File: config.mk
export PLATFORM = sky130hd
export DESIGN_NAME = rv_mc_ctrl
export DESIGN_NICKNAME = d
export VERILOG_FILES = /design/src/rtl/risc_pkg.sv /design/src/rtl/rv_alu_op_decode.sv /design/src/rtl/rv_mc_ctrl.sv
export SDC_FILE = /design/constraint.sdc
export NUM_CORES = 1
export LEC_CHECK = 0
export CORE_MARGIN = 5
export CORE_UTILIZATION = 35
export CTS_CLUSTER_SIZE = 20
export DETAILED_ROUTE_END_ITERATION = 8
export PLACE_DENSITY = 0.83
export SYNTH_ARGS = -nofsm -noshare
export SYNTH_HDL_FRONTEND = slang
export SYNTH_SLANG_ARGS = --single-unit
File: constraint.sdc
create_clock -name clk -period 2.48 [get_ports clk]
set_input_delay 0.372 -clock clk [delete_from_list [all_inputs] [get_ports clk]]
set_output_delay 0.372 -clock clk [all_outputs]
set_load 0.1 [all_outputs]
File: src/rtl/risc_pkg.sv
// Shared RV32I definitions: ALU op codes, controller states, opcodes and datapath select encodings.
package risc_pkg;

  typedef enum logic [3:0] {
    ALU_ADD,
    ALU_SUB,
    ALU_SLL,
    ALU_SLT,
    ALU_SLTU,
    ALU_XOR,
    ALU_SRL,
    ALU_SRA,
    ALU_OR,
    ALU_AND
  } op_enum_alu;

  typedef enum logic [3:0] {
    FETCH,
    DECODE,
    EXEC_R,
    EXEC_I,
    MEM_ADDR,
    MEM_RD,
    MEM_WR,
    WB_ALU,
    WB_MEM,
    BRANCH,
    JAL,
    JALR,
    LUI,
    AUIPC,
    TRAP
  } ctrl_state_e;

  localparam logic [6:0] OPC_OP     = 7'b0110011;
  localparam logic [6:0] OPC_OP_IMM = 7'b0010011;
  localparam logic [6:0] OPC_LOAD   = 7'b0000011;
  localparam logic [6:0] OPC_STORE  = 7'b0100011;
  localparam logic [6:0] OPC_BRANCH = 7'b1100011;
  localparam logic [6:0] OPC_JAL    = 7'b1101111;
  localparam logic [6:0] OPC_JALR   = 7'b1100111;
  localparam logic [6:0] OPC_LUI    = 7'b0110111;
  localparam logic [6:0] OPC_AUIPC  = 7'b0010111;

  typedef enum logic [1:0] {
    SRC_A_RS1    = 2'd0,
    SRC_A_PC     = 2'd1,
    SRC_A_OLD_PC = 2'd2,
    SRC_A_ZERO   = 2'd3
  } src_a_sel_e;

  typedef enum logic [1:0] {
    SRC_B_RS2  = 2'd0,
    SRC_B_IMM  = 2'd1,
    SRC_B_FOUR = 2'd2
  } src_b_sel_e;

  typedef enum logic [2:0] {
    IMM_I = 3'd0,
    IMM_S = 3'd1,
    IMM_B = 3'd2,
    IMM_U = 3'd3,
    IMM_J = 3'd4
  } imm_sel_e;

  typedef enum logic [1:0] {
    WB_SEL_ALU = 2'd0,
    WB_SEL_MEM = 2'd1,
    WB_SEL_PC4 = 2'd2
  } wb_sel_e;

endpackage

File: src/rtl/rv_alu_op_decode.sv
// Combinational ALU op decode for register/immediate arithmetic and conditional branches.
module rv_alu_op_decode
  import risc_pkg::*;
(
  input  logic [6:0] opcode,
  input  logic [2:0] funct3,
  input  logic [6:0] funct7,
  output op_enum_alu alu_op,
  output logic       invalid
);

  always_comb begin
    alu_op  = ALU_ADD;
    invalid = 1'b0;
    case (opcode)
      OPC_OP, OPC_OP_IMM: begin
        case (funct3)
          3'b000: if (opcode == OPC_OP && funct7[5]) alu_op = ALU_SUB;
                  else alu_op = ALU_ADD;
          3'b001: alu_op = ALU_SLL;
          3'b010: alu_op = ALU_SLT;
          3'b011: alu_op = ALU_SLTU;
          3'b100: alu_op = ALU_XOR;
          3'b101: if (funct7[5]) alu_op = ALU_SRA;
                  else alu_op = ALU_SRL;
          3'b110: alu_op = ALU_OR;
          default: alu_op = ALU_AND;
        endcase
        // In I-type only the shift forms carry a funct7; elsewhere those bits are immediate.
        if (opcode == OPC_OP)
          invalid = !((funct7 == 7'b0000000) ||
                      (funct7 == 7'b0100000 && (funct3 == 3'b000 || funct3 == 3'b101)));
        else if (funct3 == 3'b001)
          invalid = (funct7 != 7'b0000000);
        else if (funct3 == 3'b101)
          invalid = (funct7 != 7'b0000000) && (funct7 != 7'b0100000);
      end
      OPC_BRANCH: begin
        case (funct3[2:1])
          2'b00:   alu_op = ALU_SUB;
          2'b01:   invalid = 1'b1;
          2'b10:   alu_op = ALU_SLT;
          default: alu_op = ALU_SLTU;
        endcase
      end
      default: ;
    endcase
  end

endmodule

File: src/rtl/rv_mc_ctrl.sv
// Multi-cycle RV32I control unit: sequences each instruction and drives ALU, memory and write-enable controls.
module rv_mc_ctrl
  import risc_pkg::*;
#(
  parameter int XLEN         = 32,
  parameter int RESET_PC_SEL = 0
) (
  input  logic        clk,
  input  logic        rst_n,
  input  logic [31:0] instr,
  input  logic        mem_ready,
  input  logic        alu_res_zero,
  input  logic        alu_res_lsb,
  output op_enum_alu  alu_op,
  output logic [1:0]  src_a_sel,
  output logic [1:0]  src_b_sel,
  output logic [2:0]  imm_sel,
  output logic        mem_req,
  output logic        mem_we,
  output logic        addr_sel,
  output logic        ir_we,
  output logic        pc_we,
  output logic        rf_we,
  output logic [1:0]  wb_sel,
  output logic        illegal
);

  if (XLEN != 32) begin : g_xlen_check
    $error("rv_mc_ctrl supports XLEN=32 only");
  end

  ctrl_state_e state;
  op_enum_alu  dec_op;
  logic        dec_invalid;
  logic        branch_taken;
  logic        mem_req_c, mem_we_c, ir_we_c, pc_we_c, rf_we_c;
  logic [6:0]  opcode;
  logic [2:0]  funct3;
  logic        unused_bits;

  assign opcode = instr[6:0];
  assign funct3 = instr[14:12];
  // Register indices are consumed by the datapath; RESET_PC_SEL is a datapath-side reset vector choice.
  assign unused_bits = ^{instr[24:15], instr[11:7], 1'(RESET_PC_SEL)};

  rv_alu_op_decode u_alu_op_decode (
    .opcode  (opcode),
    .funct3  (funct3),
    .funct7  (instr[31:25]),
    .alu_op  (dec_op),
    .invalid (dec_invalid)
  );

  always_comb begin
    case (funct3[2:1])
      2'b00:   branch_taken = alu_res_zero ^ funct3[0];
      2'b01:   branch_taken = 1'b0;
      default: branch_taken = alu_res_lsb ^ funct3[0];
    endcase
  end

  always_ff @(posedge clk) begin
    if (!rst_n) begin
      state   <= FETCH;
      illegal <= 1'b0;
    end else begin
      case (state)
        FETCH:  if (mem_ready) state <= DECODE;
        DECODE: begin
          case (opcode)
            OPC_OP:               state <= EXEC_R;
            OPC_OP_IMM:           state <= EXEC_I;
            OPC_LOAD, OPC_STORE:  state <= MEM_ADDR;
            OPC_BRANCH:           state <= BRANCH;
            OPC_JAL:              state <= JAL;
            OPC_JALR:             state <= JALR;
            OPC_LUI:              state <= LUI;
            OPC_AUIPC:            state <= AUIPC;
            default: begin
              state   <= TRAP;
              illegal <= 1'b1;
            end
          endcase
        end
        EXEC_R, EXEC_I: begin
          if (dec_invalid) begin
            state   <= TRAP;
            illegal <= 1'b1;
          end else begin
            state <= WB_ALU;
          end
        end
        MEM_ADDR: if (opcode == OPC_STORE) state <= MEM_WR;
                  else state <= MEM_RD;
        MEM_RD:   if (mem_ready) state <= WB_MEM;
        MEM_WR:   if (mem_ready) state <= FETCH;
        BRANCH: begin
          if (dec_invalid) begin
            state   <= TRAP;
            illegal <= 1'b1;
          end else begin
            state <= FETCH;
          end
        end
        TRAP:    illegal <= 1'b1;
        default: state <= FETCH;
      endcase
    end
  end

  always_comb begin
    alu_op    = ALU_ADD;
    src_a_sel = SRC_A_RS1;
    src_b_sel = SRC_B_RS2;
    imm_sel   = IMM_I;
    addr_sel  = 1'b0;
    wb_sel    = WB_SEL_ALU;
    mem_req_c = 1'b0;
    mem_we_c  = 1'b0;
    ir_we_c   = 1'b0;
    pc_we_c   = 1'b0;
    rf_we_c   = 1'b0;
    case (state)
      FETCH: begin
        mem_req_c = 1'b1;
        src_a_sel = SRC_A_PC;
        src_b_sel = SRC_B_FOUR;
        ir_we_c   = mem_ready;
        pc_we_c   = mem_ready;
      end
      DECODE: begin
        src_a_sel = SRC_A_OLD_PC;
        src_b_sel = SRC_B_IMM;
        imm_sel   = IMM_B;
      end
      EXEC_R: alu_op = dec_op;
      EXEC_I: begin
        alu_op    = dec_op;
        src_b_sel = SRC_B_IMM;
      end
      MEM_ADDR: begin
        src_b_sel = SRC_B_IMM;
        if (opcode == OPC_STORE) imm_sel = IMM_S;
      end
      MEM_RD: begin
        mem_req_c = 1'b1;
        addr_sel  = 1'b1;
      end
      MEM_WR: begin
        mem_req_c = 1'b1;
        mem_we_c  = 1'b1;
        addr_sel  = 1'b1;
        imm_sel   = IMM_S;
      end
      WB_ALU: rf_we_c = 1'b1;
      WB_MEM: begin
        rf_we_c = 1'b1;
        wb_sel  = WB_SEL_MEM;
      end
      // PC is loaded from the branch target latched during DECODE.
      BRANCH: begin
        alu_op  = dec_op;
        pc_we_c = branch_taken && !dec_invalid;
      end
      JAL: begin
        src_a_sel = SRC_A_OLD_PC;
        src_b_sel = SRC_B_IMM;
        imm_sel   = IMM_J;
        rf_we_c   = 1'b1;
        pc_we_c   = 1'b1;
        wb_sel    = WB_SEL_PC4;
      end
      JALR: begin
        src_b_sel = SRC_B_IMM;
        rf_we_c   = 1'b1;
        pc_we_c   = 1'b1;
        wb_sel    = WB_SEL_PC4;
      end
      LUI: begin
        src_a_sel = SRC_A_ZERO;
        src_b_sel = SRC_B_IMM;
        imm_sel   = IMM_U;
        rf_we_c   = 1'b1;
      end
      AUIPC: begin
        src_a_sel = SRC_A_OLD_PC;
        src_b_sel = SRC_B_IMM;
        imm_sel   = IMM_U;
        rf_we_c   = 1'b1;
      end
      default: ;
    endcase
  end

  // A reset cycle must never let a write or request escape, even mid-instruction.
  assign mem_req = mem_req_c & rst_n;
  assign mem_we  = mem_we_c  & rst_n;
  assign ir_we   = ir_we_c   & rst_n;
  assign pc_we   = pc_we_c   & rst_n;
  assign rf_we   = rf_we_c   & rst_n;

endmodule

# Word level (Yosys, flattened, before mapping)
# Index checks and enable logic that the tools add are counted.
# totals
wordCells,110
reg_bits,5
output_inout_bits,20
# op_classes
bitwise_logic,8
reduce_logical,28
eq_ne,38
mux,34
# ops
cell,count
4-bit one-hot mux with 8 select lines,2
4-bit == test (second input constant),7
7-bit by 6-bit == test with 1-bit output (second input constant),4
4-bit one-hot mux with 7 select lines,1
4-bit two-way mux,6
7-bit == test (second input constant),3
4-bit by 3-bit == test with 1-bit output (second input constant),4
3-bit one-hot mux with 5 select lines,1
7-bit by 5-bit == test with 1-bit output (second input constant),2
1-bit two-way mux,14
2-bit OR reduction,6
3-bit == test (second input constant),3
3-bit one-hot mux with 3 select lines,1
3-bit OR reduction,3
9-bit OR reduction,1
4-bit by 2-bit == test with 1-bit output (second input constant),2
2-bit inequality test (second input constant),4
2-bit one-hot mux with 2 select lines,2
4-bit one-hot mux with 2 select lines,1
7-bit by 2-bit == test with 1-bit output (second input constant),1
7-bit zero test,1
7-bit by 6-bit inequality test with 1-bit output (second input constant),1
7-bit nonzero test,1
7-bit OR reduction,1
23 further kinds,36

# Logic depth before layout (Yosys ltp)
# Gate-level depths: netlist of run 1.
# depth
ltp_word,11
mapped_depth,6
ltp_nobuf,5

# Modules after synthesis
# From an unflattened synthesis of run 1, not the netlist that was laid out.
# hier_totals
hier_cells,151
hier_area_um2,1038.5
# modules_own_cells
mod,seq_area_each_um2,n_inst,cells_per_inst,area_per_inst_um2
rv_mc_ctrl,100.1,1,122,835.8
rv_alu_op_decode,0.0,1,29,202.7

# Least setup slack after synthesis of run 1
# Ideal clock, no wire load.
# synth_path
kind,reg-to-output
startpoint,register state[3]
endpoint,output ir_we
path_slack_ns,-2.604
stages_incl_launch_ff,5
t_required_ns,2.108
arrival_ns,4.712
path_cell_list,dfxtp_1 -> buf_2 -> buf_1 -> nor4_1 -> and3_1
# synth_between
elab_chain_len,3
# synth_lines
item,line_no,rtl
from (decl),rv_mc_ctrl.sv:32,ctrl_state_e state;
from (signal assigned),rv_mc_ctrl.sv:64,state <= FETCH;
from (signal assigned),rv_mc_ctrl.sv:68,FETCH: if (mem_ready) state <= DECODE;
from (signal assigned),rv_mc_ctrl.sv:71,OPC_OP: state <= EXEC_R;
4-bit zero test,rv_mc_ctrl.sv:123,case (state)
1-bit two-way mux,rv_mc_ctrl.sv:123,
1-bit AND,rv_mc_ctrl.sv:198,assign ir_we = ir_we_c & rst_n;
to (decl),rv_mc_ctrl.sv:21,"output logic ir_we,"
# No other way between the ends.

# Worst setup path after layout of run 1
# layout_path
startpoint,input instr[27]
endpoint,output pc_we
# layout_between
elab_chain_len,10
word_cells_on_any_way,16
cone_classes,2 x eq/ne; 5 x mux; 1 x bitwise; 8 x reduce/logical
# layout_lines
item,line_no,rtl
from (decl),rv_mc_ctrl.sv:10,"input logic [31:0] instr,"
"7-bit by 6-bit inequality test with 1-bit output, or another cell as far along",rv_alu_op_decode.sv:36,invalid = (funct7 != 7'b0000000) && (funct7 != 7'b0100000);
1-bit logical AND (on tied branches),"rv_alu_op_decode.sv:36, rv_alu_op_decode.sv:32",
1-bit two-way mux or 1-bit logical OR (tied branches),"rv_alu_op_decode.sv:35, rv_alu_op_decode.sv:31",
1-bit two-way mux or 1-bit zero test (tied branches),"rv_alu_op_decode.sv:33, rv_alu_op_decode.sv:31",
1-bit two-way mux *,rv_alu_op_decode.sv:30,if (opcode == OPC_OP)
1-bit one-hot mux with 2 select lines *,rv_alu_op_decode.sv:15,case (opcode)
1-bit zero test *,rv_mc_ctrl.sv:163,pc_we_c = branch_taken && !dec_invalid;
1-bit logical AND *,rv_mc_ctrl.sv:163,
1-bit one-hot mux with 3 select lines *,rv_mc_ctrl.sv:123,
1-bit AND *,rv_mc_ctrl.sv:199,assign pc_we = pc_we_c & rst_n;
to (decl),rv_mc_ctrl.sv:22,"output logic pc_we,"
# Mark *: on every way between the ends. The rest lies on a longest branch, timed or not.

==> results of run 1 <==
## sequential cells by signal (all words and copies together), names as in the netlist
name     count
illegal      1
state        4
## worst min-delay path, stage by stage (launching register included)
cell and delay (ns):
dfxtp_1 0.32, nor2_1 0.05, a21boi_1 0.10
## cell usage after synthesis, drive strengths merged (2+ instances only)
cell type and number:
nand2b 7, and3b 2, clkbuf 6, nor2 14, dfxtp 5, mux2i 2
a22oi 3, a21oi 14, nor4 2, o21ai 7, and2 2, a21boi 3
o32ai 5, nand2 16, nor3 6, nor2b 10, nand3 7, o21a 2
nand4b 2, xor2 2, buf 8, nand4 2, inv 3, a21o 2
nand3b 3
## timing repair
item                                    in CTS  in global routing
resized for setup                            4                  3
setup buffers                                1                  0
pin swaps                                    5                  0
endpoints found under the setup margin       1                  3
## logic make-up (layout without fill, tap and decap cells)
logic type	count (synthesis)	in the layout	share of synthesized area [%]
multiplexers	2	2	2.04
buffers and inverters	17	67	7.26
XOR/XNOR	3	3	2.68
AO/OA/AOI/OAI	48	48	34.0
AND/OR/NAND/NOR	78	78	43.8
flip-flops	5	5	10.2
## layout make-up
cell class / count / area [µm²] / share of cell area [%]
multi-input combinational: 131 / 895 / 49.4
timing repair buffer: 60 / 738 / 40.8
sequential: 5 / 101 / 5.60
tap: 31 / 38.8 / 2.14
inverter: 3 / 11.3 / 0.622
clock buffer: 4 / 26.3 / 1.45
## placed cells by master (no fill, tap or decap), drive strengths merged, types with 2 or more instances in the layout
| cell | netlist | final |
|---|---|---|
| mux2i | 2 | 2 |
| o21ai | 7 | 7 |
| a22oi | 3 | 3 |
| nor4 | 2 | 2 |
| and3b | 2 | 2 |
| a21boi | 3 | 3 |
| nand2b | 7 | 7 |
| nand3b | 3 | 3 |
| buf | 8 | 39 |
| dlygate4sd2 | 0 | 4 |
| nand4b | 2 | 2 |
| clkdlybuf4s50 | 0 | 16 |
| o21a | 2 | 2 |
| and2 | 2 | 2 |
| a21oi | 14 | 14 |
| dfxtp | 5 | 5 |
| clkbuf | 6 | 4 |
| nor2 | 14 | 14 |
| a21o | 2 | 2 |
| o32ai | 5 | 5 |
| nand2 | 16 | 16 |
| nand3 | 7 | 7 |
| xor2 | 2 | 2 |
| inv | 3 | 3 |
| nand4 | 2 | 2 |
| nor3 | 6 | 6 |
| nor2b | 10 | 10 |
## metrics by stage
stage                     total power [mW]  worst slack, ns  cells
after floorplan                       1.45           -0.328    153
after global placement                2.04          -0.0997    229
after detailed placement              2.07           -0.135    229
after CTS                             2.18           0.0128    234
after global routing                  2.29          -0.0577    234
final                                 2.18          -0.0173    234
## report_power, final
part | internal [mW] | switching [mW]
clock | 0.0611 | 0.0378
sequential | 0.113 | 0.105
combinational | 0.679 | 1.19
## path summary, 6_finish.rpt
kind / endpoint / cells past startpoint / startpoint / slack, ns
worst max-delay path: pc_we / 7 / instr[27] / -0.02
worst min-delay path: illegal / 2 / illegal / 0.51
worst max register to register: state[2] / 6 / state[1] / 0.48
worst min register to register: illegal / 2 / illegal / 0.51
## per-layer routing
metal  vias to the layer above  track usage, %
li1                        666               -
met1                       632            22.3
met2                        66            31.9
met3                         4            3.42
met4                         0            2.92
met5                         -               0
==> metrics.csv, run 1 <==
stage,metric,value,unit
outcome,status,"finished, violations left",
outcome,failing checks,negative setup slack,
critical_path,worst setup path class,in2out,
clock_tree,CTS H-tree lvls,1,
yosys,post-synthesis sequential area ratio,10.2,%
floorplanning,core footprint,2730,µm²
route,Met2 Wirelength,1.87,mm
timing,RSZ-0062 raised after global routing,yes,
timing,clk_skew,0.00190,ns
yosys,Syn Inst Count,153,
critical_path,critical-path cell list,"dlygate4sd2_1, or4_4, o32ai_2, a31oi_2, nor2_1, a32o_2, buf_12",
finish,"Design Area, Final",1810,µm²
yosys,Syn Area/Cell,6.42,µm²
critical_path,CP peak stage delay,0.52,ns
grt,pin count of the biggest net entering global routing,21,
grt,initial antenna violation count,0,
critical_path,critical path peak fanout,2,
finish,post-layout util,66.2,%
placement,DPL Wire Length,2.79,mm
critical_path,"Max stage delay cell, worst path",or4_4,
critical_path,Worst setup SP type,input port,
yosys,Synthesized Nets,190,
floorplanning,I/O Pins,57,
yosys,Yosys warning count,0,
critical_path,"delay-heaviest family, CP",simple AND/OR/NAND/NOR gates,
yosys,"Cell Area, Synth",982,µm²
timing,post-route setup slack,-0.0173,ns
timing,Max-Slew Margin vs Limit,59.4,%
timing,Slew Limit Fails,0,
route,Residual DRC,0,
timing,slew of the pin with the lowest slew margin,0.609,ns
route,DRT iter0 DRCs,116,
route,Vias/cell,5.85,
timing,hold slack,0.506,ns
timing,fmax,400,MHz
route,DRT antenna net count,0,
timing,Tcrit/Tclk final,101,%
route,highest routed layer,met4,
floorplanning,die area,3970,µm²
placement,IO buf count,41,
yosys,Netlist cell types,46,
yosys,ys async rst share,0,%
finish,Area Growth Syn to Fin,84.3,%
floorplanning,Die X,63.0,µm
grt,gr ovfl total,0,
grt,number of global-route vias before repair,1300,
yosys,largest cells by area after synthesis,"dfxtp_1 10%, a21oi_1 7.1%, nor2b_1 6.4%",
route,first-pass detailed-route iteration total,4,
placement,RD Place Congestion,0.918,
grt,Total Routing Usage GR,17.9,%
placement,Placed Area,1770,µm²
clock_tree,CTS sink cnt,5,
finish,share of layout cells above drive strength 1,30.5,%
timing,final setup violation count,1,
yosys,cell taking the most area after synthesis,dfxtp_1,
min_path,Worst Hold Class,reg2reg,
floorplanning,row count,19,
run,maxcap violations,0,
floorplanning,Starting Density,35.9,%
finish,nets@finish,241,
timing,final hold viol count,0,
floorplanning,die extent in y,63.0,µm
yosys,top-area cell type share of the netlist area,10.2,%
grt,first-pass GRT wire length,6.07,mm
route,total wire length,3.61,mm
critical_path,Worst EP arrival,2.13,ns
route,via count,1368,
pwr,static leakage,0.714,nW
route,DR WL/cell,15.4,µm
route,wl on met1,1.46,mm
pwr,VDD IR max,1.45,mV
timing,TNS Setup,-0.0173,ns
route,DR WL met3,260,µm
pwr,PD cells,1210,nW/µm²
clock_tree,clock slew at reported path FFs,0.05,ns
finish,filler cell count,232,
critical_path,Critical Path Sink Type,output port,
clock_tree,CTS Buffer Depth,2,
yosys,dominant synthesized flop cell,dfxtp_1,
finish,Ant. Diodes,0,
timing,crit path time final,2.50,ns
critical_path,worst path buffer plus inverter count,2,
yosys,"EDFF count, synth",0,
clock_tree,worst-skew pair later-pin latency,0.25,ns
clock_tree,Hold Buf Count CTS,0,
clock_tree,number of CTS-inserted buffers,3,
clock_tree,CTS Root Cell,clkbuf_4,
yosys,number of synthesized register bits,5,
critical_path,Required @ worst endpoint,2.11,ns
clock_tree,CTS tree,built,
Power figures use the tool's default switching activity.
==> run 2, diff against run 1 <==
clock period = 3 ns   (was 2.48 ns; I/O delays follow)
==> metrics.csv, run 2 (synthesis results as in run 1) <==
stage,metric,value,unit,change
finish,Area Growth Syn to Fin,60.3,%,
floorplanning,Die X,63.0,µm,unchanged
clock_tree,Hold Buf Count CTS,0,,unchanged
pwr,sw power,1.02,mW,-23%
route,total wire length,3.07,mm,-15%
timing,Tcrit/Tclk final,93.5,%,
clock_tree,CTS tree,built,,
critical_path,CP peak stage delay,0.53,ns,about the same
timing,Slew Limit Fails,0,,unchanged
placement,dpl ws,0.183,ns,+0.318 ns
timing,fmax,357,MHz,
route,DRT iter0 DRCs,80,,-31%
run,maxcap violations,0,,unchanged
finish,"commonest non-fill, non-tap cell in the layout",buf_4,,
placement,placed cells,222,,-3.1%
min_path,Hold EP,illegal,,
finish,fin cells,226,,-3.4%
grt,pin count of the biggest net entering global routing,21,,unchanged
placement,DPL Wire Length,2.40,mm,-14%
timing,crit path time final,2.80,ns,
pwr,VDD IR max,0.910,mV,-37%
finish,Biggest register,state,,
clock_tree,CTS Root Cell,clkbuf_4,,
finish,Largest register FFs,4,,unchanged
timing,final hold viol count,0,,unchanged
clock_tree,setup bufs post-CTS,0,,-1
critical_path,critical path peak fanout,3,,+1
floorplanning,die area,3970,µm²,unchanged
timing,post-route setup slack,0.196,ns,+0.213 ns
min_path,WHS Path Cells,2,,unchanged
route,first-pass detailed-route iteration total,4,,unchanged
route,Vias/cell,5.70,,-2.4%
finish,nets@finish,233,,-3.3%
placement,RD Place Congestion,0.898,,-2.1%
timing,hold slack,0.520,ns,+0.0146 ns
pwr,Sw Ratio,65.7,%,+4.8 points
route,DR WL/cell,13.6,µm,-12%
floorplanning,I/O Pins,57,,unchanged
placement,IO buf count,41,,unchanged
finish,share of layout cells above drive strength 1,22.6,%,-8.0 points
finish,biggest regs,"state: 4 flops, illegal: 1 flops",,
timing,RSZ-0062 raised after global routing,no,,
critical_path,Worst R2R End,state[2],,
critical_path,critical-path cell list,"clkdlybuf4s50_1, or4_4, o32ai_2, a31oi_1, nor2_1, a32o_1, buf_12",,
timing,final setup violation count,0,,-1
floorplanning,row count,19,,unchanged
finish,post-layout util,57.6,%,-8.6 points
min_path,Worst Hold Class,reg2reg,,
grt,number of global-route vias before repair,1183,,-9.0%
pwr,Clock power frac,5.1,%,+0.6 points
floorplanning,Starting Density,35.9,%,unchanged
grt,first-pass GRT wire length,5.26,mm,-13%
pwr,static leakage,0.605,nW,-15%
critical_path,worst setup path class,in2out,,
pwr,Seq pwr share,12.1,%,+2.1 points
critical_path,launch point of the worst reg-to-reg path,state[0],,
critical_path,Critical Path Sink Type,output port,,
critical_path,"Max stage delay cell, worst path",or4_4,,
clock_tree,worst-skew pair later-pin latency,0.25,ns,about the same
critical_path,Worst setup SP type,input port,,
placement,Placed Area,1550,µm²,-13%
timing,slew of the pin with the lowest slew margin,0.763,ns,+0.154 ns
clock_tree,CTS sink cnt,5,,unchanged
pwr,Int Power,0.534,mW,-37%
clock_tree,CTS Buffer Depth,2,,unchanged
clock_tree,post-CTS resize count,0,,-4
timing,clk_skew,0.00449,ns,+0.00259 ns
critical_path,"setup slack, reg-to-reg",0.95,ns,+0.47 ns
clock_tree,number of CTS-inserted buffers,3,,unchanged
pwr,Logic pwr share,82.8,%,-2.7 points
outcome,status,completed,,
clock_tree,clock slew at reported path FFs,0.04,ns,about the same
grt,gr ovfl total,0,,unchanged
min_path,hold_sp,illegal,,
pwr,PD cells,989,nW/µm²,-18%
grt,initial antenna violation count,0,,unchanged
grt,Total Routing Usage GR,15.6,%,-2.3 points
timing,Max-Slew Margin vs Limit,49.0,%,-10 points
finish,most frequent cells in the layout,"23 x buf_4, 21 x clkdlybuf4s50_1, 16 x nand2_1",,
route,via count,1289,,-5.8%
finish,"Design Area, Final",1570,µm²,-13%
finish,Ant. Diodes,0,,unchanged
critical_path,Required @ worst endpoint,2.55,ns,+0.44 ns
critical_path,R2R depth,5,,-1
floorplanning,core footprint,2730,µm²,unchanged
critical_path,Worst EP arrival,2.35,ns,+0.22 ns
route,DRT antenna net count,0,,unchanged
clock_tree,CTS H-tree lvls,1,,unchanged
floorplanning,die extent in y,63.0,µm,unchanged
route,Residual DRC,0,,unchanged
## run 2: power groups by stage
| stage | registers, mW | logic (mW) | clock network, mW |
|---|---|---|---|
| finish | 0.189 | 1.29 | 0.0788 |
| global route | 0.199 | 1.36 | 0.0880 |
| CTS | 0.187 | 1.29 | 0.0806 |
| detailed placement | 0.188 | 1.29 | 0 |
| global placement | 0.188 | 1.28 | 0 |
| floorplan | 0.138 | 1.04 | 0 |
## run 2: stage by stage
stage,total power [mW],setup TNS [ns]
detailed placement,1.48,0
global route,1.65,0
floorplan,1.18,-0.207
global placement,1.47,0
CTS,1.56,0
finish,1.56,0
## run 2: worst max-delay path by stage
stage / from / end / depth (start not counted) / slack [ns]
6_report: instr[26] / pc_we / 7 / 0.20
5_1_grt: instr[26] / pc_we / 7 / 0.05
4_1_cts: instr[26] / pc_we / 7 / 0.18
3_5_place_dp: instr[26] / pc_we / 7 / 0.18
3_3_place_gp: instr[26] / pc_we / 7 / 0.18
2_1_floorplan: state[3] / ir_we / 4 / -0.21
## run 2: cell type report
type	count	area, µm²
Multi-Input combinational cell	131	855
Fill cell	244	1160
Clock buffer	4	26.3
Sequential cell	5	100
Inverter	3	11.3
Timing Repair Buffer	52	543
Tap cell	31	38.8
## run 2: critical path: cells and delay by family
family	cells	cell delay, ns
AND/OR/NAND/NOR	2	0.71
AO/OA/AOI/OAI	3	0.62
buffers and inverters	2	0.59
## run 2: layer usage
metal	wire length, µm	GRT usage [%]	part of all wire (%)	vias to the layer above
met5	0	0	0	-
li1	-	-	-	654
met3	149	2.34	4.9	2
met1	1280	20.3	42	599
met4	8	4.24	0.26	0
met2	1630	26.4	53	34
==> run 3, diff against run 2 <==
PLACE_DENSITY = 0.75   (was 0.83)
SKIP_LAST_GASP = 1   (was default)
==> metrics.csv, run 3 (synthesis results as in run 1) <==
stage,metric,value,unit,change
critical_path,CP Depth,7,,unchanged
clock_tree,post-CTS resize count,0,,unchanged
critical_path,critical-path cell list,"clkdlybuf4s50_1, or4_4, o32ai_2, a31oi_1, nor2_1, a32o_1, buf_12",,
finish,"commonest non-fill, non-tap cell in the layout",clkdlybuf4s50_1,,
run,maxcap violations,0,,unchanged
clock_tree,setup bufs post-CTS,0,,unchanged
floorplanning,die extent in y,63.0,µm,unchanged
critical_path,Worst setup SP type,input port,,
timing,slew of the pin with the lowest slew margin,0.753,ns,-0.0102 ns
timing,final hold viol count,0,,unchanged
critical_path,CP peak stage delay,0.53,ns,about the same
placement,IO buf count,41,,unchanged
timing,hold slack,0.516,ns,-0.00453 ns
critical_path,Required @ worst endpoint,2.55,ns,about the same
route,DRT antenna net count,0,,unchanged
floorplanning,die area,3970,µm²,unchanged
critical_path,"delay-heaviest family, CP",simple AND/OR/NAND/NOR gates,,
critical_path,R2R depth,5,,unchanged
pwr,PD cells,1010,nW/µm²,+1.8%
floorplanning,Die X,63.0,µm,unchanged
timing,RSZ-0062 raised after global routing,no,,
grt,pin count of the biggest net entering global routing,21,,unchanged
finish,share of layout cells above drive strength 1,20.5,%,-2.0 points
timing,Max-Slew Margin vs Limit,49.7,%,+0.68 points
grt,initial antenna violation count,0,,unchanged
critical_path,Critical Path Sink Type,output port,,
clock_tree,Hold Buf Count CTS,0,,unchanged
critical_path,crit path launch,instr[26],,
clock_tree,CTS Buffer Depth,2,,unchanged
pwr,static leakage,0.580,nW,-4.1%
timing,Tcrit/Tclk final,93.8,%,+0.34 points
floorplanning,Starting Density,35.9,%,unchanged
placement,RD Place Congestion,0.913,,+1.6%
clock_tree,number of CTS-inserted buffers,3,,unchanged
clock_tree,clock slew at reported path FFs,0.04,ns,about the same
timing,crit path time final,2.81,ns,+0.0103 ns
floorplanning,core footprint,2730,µm²,unchanged
critical_path,"setup slack, reg-to-reg",0.86,ns,-0.09 ns
finish,Biggest register,state,,
grt,first-pass GRT wire length,5.20,mm,-1.2%
placement,DPL Wire Length,2.47,mm,+2.8%
clock_tree,CTS tree,built,,
clock_tree,worst-skew pair later-pin latency,0.25,ns,about the same
clock_tree,CTS H-tree lvls,1,,unchanged
route,total wire length,3.11,mm,+1.2%
timing,clk_skew,0.000183,ns,-0.00431 ns
clock_tree,CTS sink cnt,5,,unchanged
route,via count,1288,,-0.078%
route,DRT iter0 DRCs,71,,-11%
finish,Largest register FFs,4,,unchanged
outcome,status,completed,,
finish,Area Growth Syn to Fin,56.4,%,
critical_path,Setup crit end,pc_we,,
clock_tree,CTS Root Cell,clkbuf_4,,
min_path,Worst Hold Class,reg2reg,,
critical_path,Worst EP arrival,2.36,ns,about the same
grt,gr ovfl total,0,,unchanged
route,DR WL/cell,14.0,µm,+3.5%
critical_path,"Max stage delay cell, worst path",or4_4,,
finish,Ant. Diodes,0,,unchanged
critical_path,Worst R2R End,state[2],,
route,first-pass detailed-route iteration total,4,,unchanged
finish,filler cell count,254,,+4.1%
grt,Total Routing Usage GR,15.5,%,-0.074 points
floorplanning,row count,19,,unchanged
critical_path,launch point of the worst reg-to-reg path,state[0],,
timing,Slew Limit Fails,0,,unchanged
route,Vias/cell,5.83,,+2.2%
pwr,VDD IR max,0.882,mV,-3.1%
critical_path,worst path buffer plus inverter count,2,,unchanged
timing,fmax,355,MHz,-0.37%
finish,biggest regs,"state: 4 flops, illegal: 1 flops",,
finish,post-layout util,56.2,%,-1.4 points
grt,number of global-route vias before repair,1169,,-1.2%
finish,nets@finish,228,,-2.1%
finish,most frequent cells in the layout,"21 x clkdlybuf4s50_1, 18 x buf_4, 16 x nand2_1",,
timing,final setup violation count,0,,unchanged
critical_path,worst setup path class,in2out,,
route,Residual DRC,0,,unchanged
floorplanning,I/O Pins,57,,unchanged
critical_path,critical path peak fanout,3,,unchanged
[run 3: changes by cell type in the layout (fill, tap and decap cells not counted), sizes merged]
cell and change:
buf -5
[run 3: worst reg2reg max path, cell delays in order, from the launching register on]
cell and delay, ns:
dfxtp_1 0.80, nor4b_2 0.47, nand2_1 0.15, o41ai_1 0.45
o31ai_1 0.11, o21ai_0 0.09
[run 3: worst min-delay path by stage]
stage / from / to / slack [ns] / cells after the start
final: illegal / illegal / 0.52 / 2
after global routing: illegal / illegal / 0.56 / 2
after CTS: illegal / illegal / 0.52 / 2
after detailed placement: illegal / illegal / 0.52 / 2
after global placement: illegal / illegal / 0.50 / 2
after floorplan: rst_n / state[0] / 0.63 / 2
[run 3: metal layers]
layer | global-route usage, % | routed length, µm | vias up | share of wire, %
met4 | 2.12 | 34 | 0 | 1.1
met5 | 0 | 0 | - | 0
met2 | 25.4 | 1580 | 50 | 51
met1 | 21.0 | 1300 | 591 | 42
li1 | - | - | 639 | -
met3 | 3.60 | 185 | 8 | 6.0
[run 3: metrics by stage]
| step | instance area [µm²] | instances | setup TNS [ns] | setup slack, ns | power (mW) |
|---|---|---|---|---|---|
| after floorplan | 1030 | 153 | -0.207 | -0.207 | 1.18 |
| after global placement | 1510 | 217 | 0 | 0.195 | 1.45 |
| after detailed placement | 1510 | 217 | 0 | 0.177 | 1.46 |
| after CTS | 1540 | 221 | 0 | 0.175 | 1.55 |
| after global routing | 1540 | 221 | 0 | 0.0559 | 1.63 |
| final | 1540 | 221 | 0 | 0.186 | 1.55 |
[run 3: layout make-up]
cell class | count | area [µm²] | area share [%]
repair buffers | 47 | 505 | 32.9
inverters | 3 | 11.3 | 0.733
multi-input cells | 131 | 855 | 55.6
flip-flops and latches | 5 | 100 | 6.51
well taps | 31 | 38.8 | 2.52
clock buffers | 4 | 26.3 | 1.71
[run 3: power by group]
part	switching, mW	internal [mW]	total [mW]
Clock	0.0316	0.0505	0.0822
Sequential	0.100	0.0920	0.192
Combinational	0.896	0.376	1.27
Total	1.03	0.518	1.55
